==> src/rtl/axis_fifo.sv <==
// -----------------------------------------------------------------------------
// axis_fifo -- synchronous AXI4-Stream FIFO, first-word-fall-through output.
//
// Parameters
//    DATA_WIDTH  tdata width in bits (default 64)
//    DEPTH       number of storage entries, power of two, >= 2 (default 16)
//
// Ports
//    aclk            single clock, everything on its rising edge
//    areset          synchronous active-high reset
//    s_axis_tdata    upstream data beat
//    s_axis_tvalid   upstream beat valid
//    s_axis_tlast    upstream last beat of packet
//    s_axis_tready   registered: FIFO will accept a beat at the next edge
//    m_axis_tdata    downstream data beat (entry at the read pointer)
//    m_axis_tvalid   downstream beat valid
//    m_axis_tlast    downstream last beat of packet
//    m_axis_tready   downstream accepts a beat
//    count           number of stored beats (0 .. DEPTH)
//
// Build option
//    AXIS_FIFO_PACKET_MODE_EN  store-and-forward: m_axis_tvalid is held off
//    until a complete packet (tlast) is stored, or the FIFO is full, the
//    latter letting packets longer than DEPTH cut through instead of
//    deadlocking. Undefined (default): plain FIFO, valid whenever non-empty.
// -----------------------------------------------------------------------------
module axis_fifo #(
   parameter int DATA_WIDTH = 64,
   parameter int DEPTH      = 16
) (
   input  logic                      aclk,
   input  logic                      areset,
   input  logic [DATA_WIDTH-1:0]     s_axis_tdata,
   input  logic                      s_axis_tvalid,
   input  logic                      s_axis_tlast,
   output logic                      s_axis_tready,
   output logic [DATA_WIDTH-1:0]     m_axis_tdata,
   output logic                      m_axis_tvalid,
   output logic                      m_axis_tlast,
   input  logic                      m_axis_tready,
   output logic [$clog2(DEPTH):0]    count
);

   localparam int AW = $clog2(DEPTH);   // entry address width
   localparam int PW = AW + 1;          // pointer width, extra wrap bit
   localparam int EW = DATA_WIDTH + 1;  // stored entry: {tlast, tdata}

   logic [EW-1:0] mem [DEPTH];

   logic [PW-1:0] wr_ptr_reg;
   logic [PW-1:0] rd_ptr_reg;
   logic [PW-1:0] rd_ptr_next;
   logic [PW-1:0] count_reg;
   logic [PW-1:0] count_next;
   logic          s_ready_reg;
   logic [EW-1:0] out_reg;
   logic          wr_en;
   logic          rd_en;
   logic          bypass;

   assign wr_en = s_axis_tvalid & s_ready_reg;
   assign rd_en = m_axis_tvalid & m_axis_tready;

   assign rd_ptr_next = rd_ptr_reg + PW'(rd_en);

   always_comb begin
      count_next = count_reg;
      case ({wr_en, rd_en})
         2'b10:   count_next = count_reg + PW'(1);
         2'b01:   count_next = count_reg - PW'(1);
         default: count_next = count_reg;
      endcase
   end

   // Storage array: write port only, so it maps onto block RAM.
   always_ff @(posedge aclk) begin
      if (wr_en) begin
         mem[wr_ptr_reg[AW-1:0]] <= {s_axis_tlast, s_axis_tdata};
      end
   end

   // Registered read addressed by the *next* read pointer so the head entry
   // is already on m_axis when the pointer lands on it. The only way the
   // next head can be the slot being written this edge is when the FIFO is
   // (or is about to become) empty; the incoming beat is forwarded then,
   // which gives the one-cycle write-to-output latency.
   assign bypass = wr_en && (wr_ptr_reg[AW-1:0] == rd_ptr_next[AW-1:0]);

   always_ff @(posedge aclk) begin
      if (bypass) begin
         out_reg <= {s_axis_tlast, s_axis_tdata};
      end else begin
         out_reg <= mem[rd_ptr_next[AW-1:0]];
      end
   end

   always_ff @(posedge aclk) begin
      if (areset) begin
         wr_ptr_reg  <= '0;
         rd_ptr_reg  <= '0;
         count_reg   <= '0;
         s_ready_reg <= 1'b0;
      end else begin
         if (wr_en) begin
            wr_ptr_reg <= wr_ptr_reg + PW'(1);
         end
         rd_ptr_reg  <= rd_ptr_next;
         count_reg   <= count_next;
         // Ready looks at the occupancy after this edge, so a read from
         // full reopens the input on the very next cycle.
         s_ready_reg <= (count_next < PW'(DEPTH));
      end
   end

`ifdef AXIS_FIFO_PACKET_MODE_EN
   logic [PW-1:0] pkt_cnt_reg;
   logic          full;
   logic          wr_last;
   logic          rd_last;

   // Pointers equal except for the wrap bit: every entry is occupied.
   assign full    = (wr_ptr_reg[AW] != rd_ptr_reg[AW]) &&
                    (wr_ptr_reg[AW-1:0] == rd_ptr_reg[AW-1:0]);
   assign wr_last = wr_en & s_axis_tlast;
   assign rd_last = rd_en & out_reg[DATA_WIDTH];

   // Number of complete packets held (tlast beats in storage).
   always_ff @(posedge aclk) begin
      if (areset) begin
         pkt_cnt_reg <= '0;
      end else begin
         case ({wr_last, rd_last})
            2'b10:   pkt_cnt_reg <= pkt_cnt_reg + PW'(1);
            2'b01:   pkt_cnt_reg <= pkt_cnt_reg - PW'(1);
            default: pkt_cnt_reg <= pkt_cnt_reg;
         endcase
      end
   end

   assign m_axis_tvalid = (count_reg != '0) && ((pkt_cnt_reg != '0) || full);
`else
   assign m_axis_tvalid = (count_reg != '0);
`endif

   assign s_axis_tready = s_ready_reg;
   assign m_axis_tdata  = out_reg[DATA_WIDTH-1:0];
   assign m_axis_tlast  = out_reg[DATA_WIDTH];
   assign count         = count_reg;

endmodule
==> config.mk <==
export PLATFORM = sky130hd
export DESIGN_NAME = axis_fifo
export DESIGN_NICKNAME = d
export VERILOG_FILES = /design/src/rtl/axis_fifo.sv
export SDC_FILE = /design/constraint.sdc
export NUM_CORES = 1
export LEC_CHECK = 0
export ABC_AREA = 1
export CAP_MARGIN = 15
export CORE_UTILIZATION = 27
export DETAILED_ROUTE_END_ITERATION = 16
export DONT_BUFFER_PORTS = 1
export GPL_TIMING_DRIVEN = 0
export PLACE_DENSITY = 0.43
export SLEW_MARGIN = 10
export SYNTH_ARGS = -nofsm -noshare
export SYNTH_HDL_FRONTEND = slang
export SYNTH_SLANG_ARGS = --single-unit
==> constraint.sdc <==
create_clock -name aclk -period 10.8 [get_ports aclk]
set_input_delay 1.62 -clock aclk [delete_from_list [all_inputs] [get_ports aclk]]
set_output_delay 1.62 -clock aclk [all_outputs]
set_load 0.1 [all_outputs]
## After elaboration in Yosys (flattened, before gate mapping)

Memories as Yosys holds them, arrays and structs flattened. A register that Yosys moved wholly into a read port is not among the register bits.
Index checks and enable logic that the tools add are counted.

- Bits in registers: 16
- Bits in writable memories: 1040
- Output and inout port bits: 72
- Word-level logic and storage cells: 18
- Memories kept: 1

Memories:

| name | depth | width | rd ports | clocked after Yosys merged registers in | wr ports | line | source |
|---|---|---|---|---|---|---|---|
| mem | 16 | 65 | 1 | 1 | 1 | 48 | `logic [EW-1:0] mem [DEPTH];` |

- $add $sub $neg: 4
- $lt $le $gt $ge: 1
- Equality and inequality tests: 2
- Mux-type cells: 3
- Bitwise operators: 2
- Reductions and logical operators: 1

Operator list:

| kind | count |
|---|---|
| $add 5x1->5 const B | 2 |
| $pmux 5 s2 | 1 |
| $add 5x1->5 | 1 |
| $lt 5x5->1 const B | 1 |
| $reduce_bool 5->1 | 1 |
| $sub 5x1->5 const B | 1 |
| $and 1x1->1 | 2 |
| $eq 2x1->1 const B | 1 |
| $eq 2x2->1 const B | 1 |
| $mux 1 | 2 |

## Depth between registers and ports, before layout

Gate-level depths: netlist of the first run.

- Depth after elaboration: 5
- Mapped depth: 14
- Gate-level depth less buffers: 14

## Worst setup path after synthesis of the first run

No wires, ideal clock.

- Kind: in2reg
- Start: input s_axis_tvalid
- End: memory mem[0][0] in the netlist's numbering, enable pin
- Library setup time: 0.488 ns
- Arrival: 4.732 ns
- Path slack: 5.580 ns
- Stages on the path: 4
- Cells stage by stage: nand2_1 inv_1 nand2_1 nor2_1

- Cells in the longest elaborated chain, start to end: 3

Ends and longest elaborated chain:

| element | line | source |
|---|---|---|
| start, declared | 34 | `input logic s_axis_tvalid,` |
| $and 1x1->1 | 61 | `assign wr_en = s_axis_tvalid & s_ready_reg;` |
| $mux 1 | 77 | `if (wr_en) begin` |
| $mux 1 (not written as such) | 78 | `mem[wr_ptr_reg[AW-1:0]] <= {s_axis_tlast, s_axis_tdata};` |
| end, declared | 48 |  |

No other way between the ends.

==> flow_metrics.py, run 1 <==
metrics = {
    "finish": {
        "largest_reg_flops": 1040,
        "area_growth_pct": 17.1,
        "drive_above_1_share": 0.0796,
        "nFillCells": 15947,
        "nets": 4117,
        "finish.utilization": 0.320,
    },
    "place": {
        "hpwl_um": 95200,
        "port_buffers": 0,
        "dp_slack_ns": 5.78,
        "finalWeightedCongestion": 0.762,
    },
    "yosys": {
        "synth_area_leader_cell": "edfxtp_1",
        "ys.warnings.count": 0,
        "seq_area_frac_synth": 0.728,
        "ys_top_cells_by_area": "edfxtp_1 72%, nand2_1 13%, nand3_1 5.3%",
        "synth.distinct_cells": 26,
        "syn_inst": 3866,
        "avgSynthCellArea_um2": 11.2,
        "syn_area_um2": 43400,
        "synth_nets": 3946,
        "synth_seq_cells": 1058,
        "synth.top_cell.area_share": 0.719,
    },
    "timing": {
        "max_freq_mhz": 176,
        "hold_viol": 0,
        "rsz0062_at_grt": "no",
        "finalSetupTns_ns": 0,
        "min_period_ns": 5.68,
        "skew_ns": 0.0179,
        "worst_slew_pin_slew_ns": 1.24,
        "setup_slack_ns": 5.12,
        "maxSlewViolCount": 0,
        "relSlewSlack": 0.177,
        "period_share": 0.526,
        "finalSetupViolations": 0,
    },
    "global_routing": {
        "grt_max_degree": 23,
        "grt_pass1_wl_um": 201000,
        "grt_pass1_vias": 26909,
        "antenna_found_initial": 3,
        "grt_use_total": 0.172,
        "grt_overflow": 0,
    },
    "route": {
        "firstDrtPassIters": 5,
        "vias_per_cell": 4.52,
        "wl_per_cell_um": 22.7,
        "ant_nets": 0,
        "drtIter0Drc": 2328,
        "wirelength_um": 141000,
        "drc": 0,
        "vias": 28046,
    },
    "setup_path": {
        "cp.required_ns": 9.18,
        "critPathKind": "reg2out",
        "reg2regPathDepth": 13,
        "path_common_cell": "nand3_1",
        "r2r_setup_slack_ns": 7.09,
        "worstSetupStartpointType": "flop",
        "slowest_stage": "clkbuf_1",
        "cp_max_fo": 10,
        "worst_ep_arrival_time_ns": 4.06,
        "cpPeakStageDelay_ns": 0.87,
        "path_cells": "clkbuf_1 -> clkbuf_1 -> nand3_1 -> nand3_1 -> nand3_1 -> nand2_1",
        "endpoint_kind": "primary output",
    },
    "outcome": {
        "status": "finished clean",
    },
    "floorplanning": {
        "ios": 141,
        "fp-row-count": 146,
        "die_area_um2": 162000,
        "initial_core_util": 0.273,
        "core_area_um2": 159000,
        "fp.dieH_um": 403,
        "die_x_um": 403,
    },
    "clock_network": {
        "ctsHoldBuffers": 0,
        "htreeDepth": 3,
        "cts_root_buf": "clkbuf_16",
        "post-cts-setup-buffers": 0,
        "clk_latency_ns": 0.73,
        "clockBufferDepth": 3,
        "cts_tree": "built",
        "numCtsBuffers": 116,
        "post_cts_resized": 0,
        "cts.sinks": 1058,
        "path_clk_slew_ns": 0.06,
    },
    "min_path": {
        "min_delay_path_depth": 1,
        "hold_path.class": "reg2reg",
        "min_from": "rd_ptr_reg[0]$_SDFF_PP0_",
    },
    "power": {
        "power_leakage_nw": 19.1,
        "peakVddDrop_mv": 0.180,
        "power_density_nw_per_um2": 275,
    },
    "flow_run": {
        "maxCapViolations": 0,
    },
}
-- critical path: cells and delay by family (launching register included) --
family	cells	cell delay [ns]
buf+inv	2	1.49
simple gates	4	1.36
flops	1	0.48
-- metrics by stage --
step	total power, mW	cell area (µm²)	hold WS, ns	instances
after floorplan	8.60	43400	0.432	3866
after global placement	10.3	46000	0.469	5938
after detailed placement	10.4	47200	0.491	5990
after CTS	14.2	50800	0.504	6206
after global routing	14.7	50800	0.515	6207
final	14.0	50800	0.500	6209
-- cell type report --
class	instances	area (µm²)	area share
clock inverters	59	440	0.00866
repair buffers	53	1130	0.0221
flip-flops and latches	1058	31600	0.621
plain buffers	216	1170	0.0230
well taps	2072	2590	0.0510
multi-input cells	2419	10100	0.199
diodes	2	5.00	0.0000984
clock buffers	157	3130	0.0616
inverters	173	654	0.0129
-- routing by layer --
| layer | GRT usage | vias to the layer above | share of wire |
|---|---|---|---|
| li1 | - | 13404 | - |
| met1 | 0.231 | 13780 | 0.45 |
| met2 | 0.283 | 698 | 0.47 |
| met3 | 0.0365 | 164 | 0.062 |
| met4 | 0.0419 | 0 | 0.021 |
| met5 | 0 | - | 0 |
-- Yosys cell counts --
master,count
nor3_1,2
inv_2,1
ha_1,10
xor2_1,2
o211ai_1,16
inv_6,1
buf_2,47
edfxtp_1,1040
clkbuf_1,102
or2_2,1
inv_1,171
nand2_1,1539
nor2_1,255
nand3b_1,1
xnor2_1,2
o21ai_0,108
a21oi_1,9
buf_4,30
buf_1,15
buf_8,2
dfxtp_1,18
nand3_1,461
o21ai_1,12
fa_1,1
buf_12,1
buf_6,19
-- final timing paths --
path | to
setup / recovery | m_axis_tdata[44]
hold / removal | flop
setup reg to reg | s_axis_tready$_SDFF_PP0_
hold reg to reg | flop
-- cell usage in the layout, fill, tap and decap left out, types with 9 or more instances in the layout --
master	count
clkinv_1	27
buf_2	47
o21ai_1	12
buf_6	19
inv_1	171
edfxtp_1	1040
a21oi_1	9
buf_12	42
ha_1	10
nand3_1	461
o21ai_0	108
dfxtp_1	18
o211ai_1	16
buf_4	30
clkbuf_1	133
nand2_1	1539
nor2_4	16
clkinv_2	24
buf_16	10
clkbuf_16	119
nor2_1	239
buf_1	15
-- power breakdown --
part	switching (mW)	internal, mW
combinational	4.43	1.05
sequential	0.105	4.61
clock	1.63	2.18
-- cell families (layout without fill, tap and decap cells) --
kind of cell,count (synthesis),count (layout),synth area share
xor gates and xnor gates,4,4,0.000807
buffers and inverters,389,658,0.0419
and+or+nand+nor,2259,2259,0.209
AOI/OAI and AO/OA,145,145,0.0176
other,0,2,0
adders and majority gates,11,11,0.00334
DFF,1058,1058,0.728
Power figures use the tool's default switching activity.
==> run 2: changes to the inputs <==
Clock period 10.8 ns to 5.35 ns, I/O delays scaled along.
==> results of run 2 <==
Same layout as run 1 (identical final DEF). Status: finished clean.
Among the figures that moved: setup slack after placement 5.78 ns -> 1.15 ns; setup slack after layout 5.12 ns -> 0.485 ns; hold slack 0.500 ns -> 0.171 ns; register-to-register setup slack 7.09 ns -> 1.64 ns; total power 14.0 mW -> 28.3 mW; worst IR drop on VDD 0.180 mV -> 0.363 mV
==> run 3: changes to the inputs <==
Settings changed: GPL_TIMING_DRIVEN 0 to default, SETUP_SLACK_MARGIN from default to 0.4.
==> flow_metrics.py, run 3 (synthesized netlist as in run 1, its figures left out) <==
metrics = {
    "clock_network": {
        "cts_tree": "built",
        "clk_latency_ns": 0.76,
        "clockBufferDepth": 3,
        "path_clk_slew_ns": 0.06,
        "ctsHoldBuffers": 0,
        "numCtsBuffers": 118,
        "htreeDepth": 3,
        "cts.sinks": 1058,
        "cts_root_buf": "clkbuf_16",
    },
    "finish": {
        "nets": 3947,
        "largest_reg_flops": 1040,
        "area_growth_pct": 14.5,
        "final_common_cell": "nand2_1",
        "drive_above_1_share": 0.0681,
        "antennaDiodeCount": 0,
        "mostFrequentLayoutCells": "1539 x nand2_1, 1040 x edfxtp_1, 461 x nand3_1, 239 x nor2_1, 169 x inv_1",
    },
    "route": {
        "vias": 27079,
        "drtIter0Drc": 2116,
        "ant_nets": 0,
        "vias_per_cell": 4.49,
        "firstDrtPassIters": 6,
        "drc": 0,
        "wirelength_um": 126000,
        "wl_per_cell_um": 20.9,
    },
    "setup_path": {
        "reg2reg_to": "mem[9][36]$_DFFE_PP_",
        "cpPeakStageDelay_ns": 0.74,
        "timing.rr.start": "s_axis_tready$_SDFF_PP0_",
        "cp_max_fo": 141,
        "r2r_setup_slack_ns": 1.95,
        "cp.required_ns": 4.55,
        "worst_ep_arrival_time_ns": 3.68,
        "critPathKind": "reg2out",
        "worstSetupStartpointType": "flop",
        "path_cells": "inv_12 -> buf_4 -> nor2_1 -> o21ai_0 -> nand3_1 -> nand3_1 -> nand2_1 -> buf_4",
        "endpoint_kind": "primary output",
        "reg2regPathDepth": 6,
        "slowest_stage": "dfxtp_4",
    },
    "floorplanning": {
        "fp-row-count": 146,
        "core_area_um2": 159000,
        "die_area_um2": 162000,
        "die_x_um": 403,
        "fp.dieH_um": 403,
        "ios": 141,
        "initial_core_util": 0.273,
    },
    "timing": {
        "min_period_ns": 4.49,
        "rsz0062_at_grt": "no",
        "hold_ws_ns": 0.137,
        "period_share": 0.839,
        "finalSetupViolations": 0,
        "finalSetupTns_ns": 0,
        "hold_viol": 0,
        "relSlewSlack": 0.262,
        "max_freq_mhz": 223,
        "skew_ns": 0.0315,
        "maxSlewViolCount": 0,
        "worst_slew_pin_slew_ns": 1.11,
    },
    "global_routing": {
        "grt_pass1_vias": 26368,
        "grt_max_degree": 172,
        "grt_pass1_wl_um": 184000,
        "antenna_found_initial": 3,
        "grt_use_total": 0.154,
        "grt_overflow": 0,
    },
    "place": {
        "port_buffers": 0,
        "hpwl_um": 59200,
        "finalWeightedCongestion": 0.701,
    },
    "min_path": {
        "hold_path.class": "in2reg",
        "holdPathEnd": "s_axis_tready$_SDFF_PP0_",
        "min_delay_path_depth": 1,
        "min_from": "areset",
    },
    "power": {
        "power_density_nw_per_um2": 543,
        "peakVddDrop_mv": 0.584,
        "power_leakage_nw": 18.6,
    },
    "flow_run": {
        "maxCapViolations": 0,
    },
    "outcome": {
        "status": "finished clean",
    },
}
run 3: cell count changes in the layout (fill, tap and decap cells not counted), moves of 6 or more:
cell / previous run / this run
buf_12: 42 / 22
buf_1: 15 / 0
buf_16: 10 / 0
buf_2: 47 / 0
clkbuf_1: 133 / 30
buf_4: 30 / 75
clkbuf_2: 6 / 0
clkinv_1: 27 / 39
clkinv_2: 24 / 12
buf_6: 19 / 0
run 3: worst max path at each step:
stage | endpoint | from | depth (start not counted) | slack, ns
after floorplan | mem[0][0]$_DFFE_PP_ | s_axis_tready$_SDFF_PP0_ | 4 | 0.65
after global placement | m_axis_tdata[40] | flop | 8 | 1.37
after detailed placement | m_axis_tdata[40] | flop | 8 | 1.49
after CTS | m_axis_tdata[40] | flop | 8 | 0.53
after global routing | m_axis_tdata[38] | flop | 9 | 0.57
final | m_axis_tdata[40] | flop | 8 | 0.86
run 3: layout make-up:
| class | instances | area, µm² |
|---|---|---|
| flip-flops and latches | 1058 | 31600 |
| well taps | 2072 | 2590 |
| fillers | 16137 | 109000 |
| multi-input cells | 2419 | 10100 |
| clock inverters | 68 | 604 |
| clock buffers | 149 | 3090 |
| inverters | 173 | 686 |
| repair buffers | 97 | 1000 |
run 3: stage by stage:
step                instances  power [mW]  cell area (µm²)  worst slack (ns)  utilization
floorplan                3866        17.4            43400             0.653            -
global placement         5818        19.5            46000              1.37        0.289
detailed placement       5818        19.5            46000              1.49        0.289
CTS                      6035        27.4            49700             0.528        0.313
global route             6036        28.4            49700             0.571        0.313
finish                   6036        27.0            49700             0.864        0.313
run 3: where the power goes:
part / switching [mW] / internal (mW)
registers: 0.161 / 9.31
logic: 7.70 / 1.98
clock network: 3.37 / 4.45
total: 11.2 / 15.7
run 3: timing repair:
| item | CTS | global route |
|---|---|---|
| setup buffers | 0 | 0 |
| resized for setup | 0 | 2 |
| endpoints found under the setup margin | 0 | 1 |
run 3: layer usage:
layer,global-route usage,up-vias,part of all wire
li1,-,13049,-
met1,0.211,13353,0.46
met2,0.249,526,0.46
met3,0.0324,151,0.053
met4,0.0369,0,0.021
met5,0,-,0
run 3: critical path: cells and delay by family (launching register included):
kind / cells / cell delay [ns]
buf+inv: 3 / 1.19
simple gates: 4 / 0.64
flops: 1 / 0.74
compound gates: 1 / 0.09
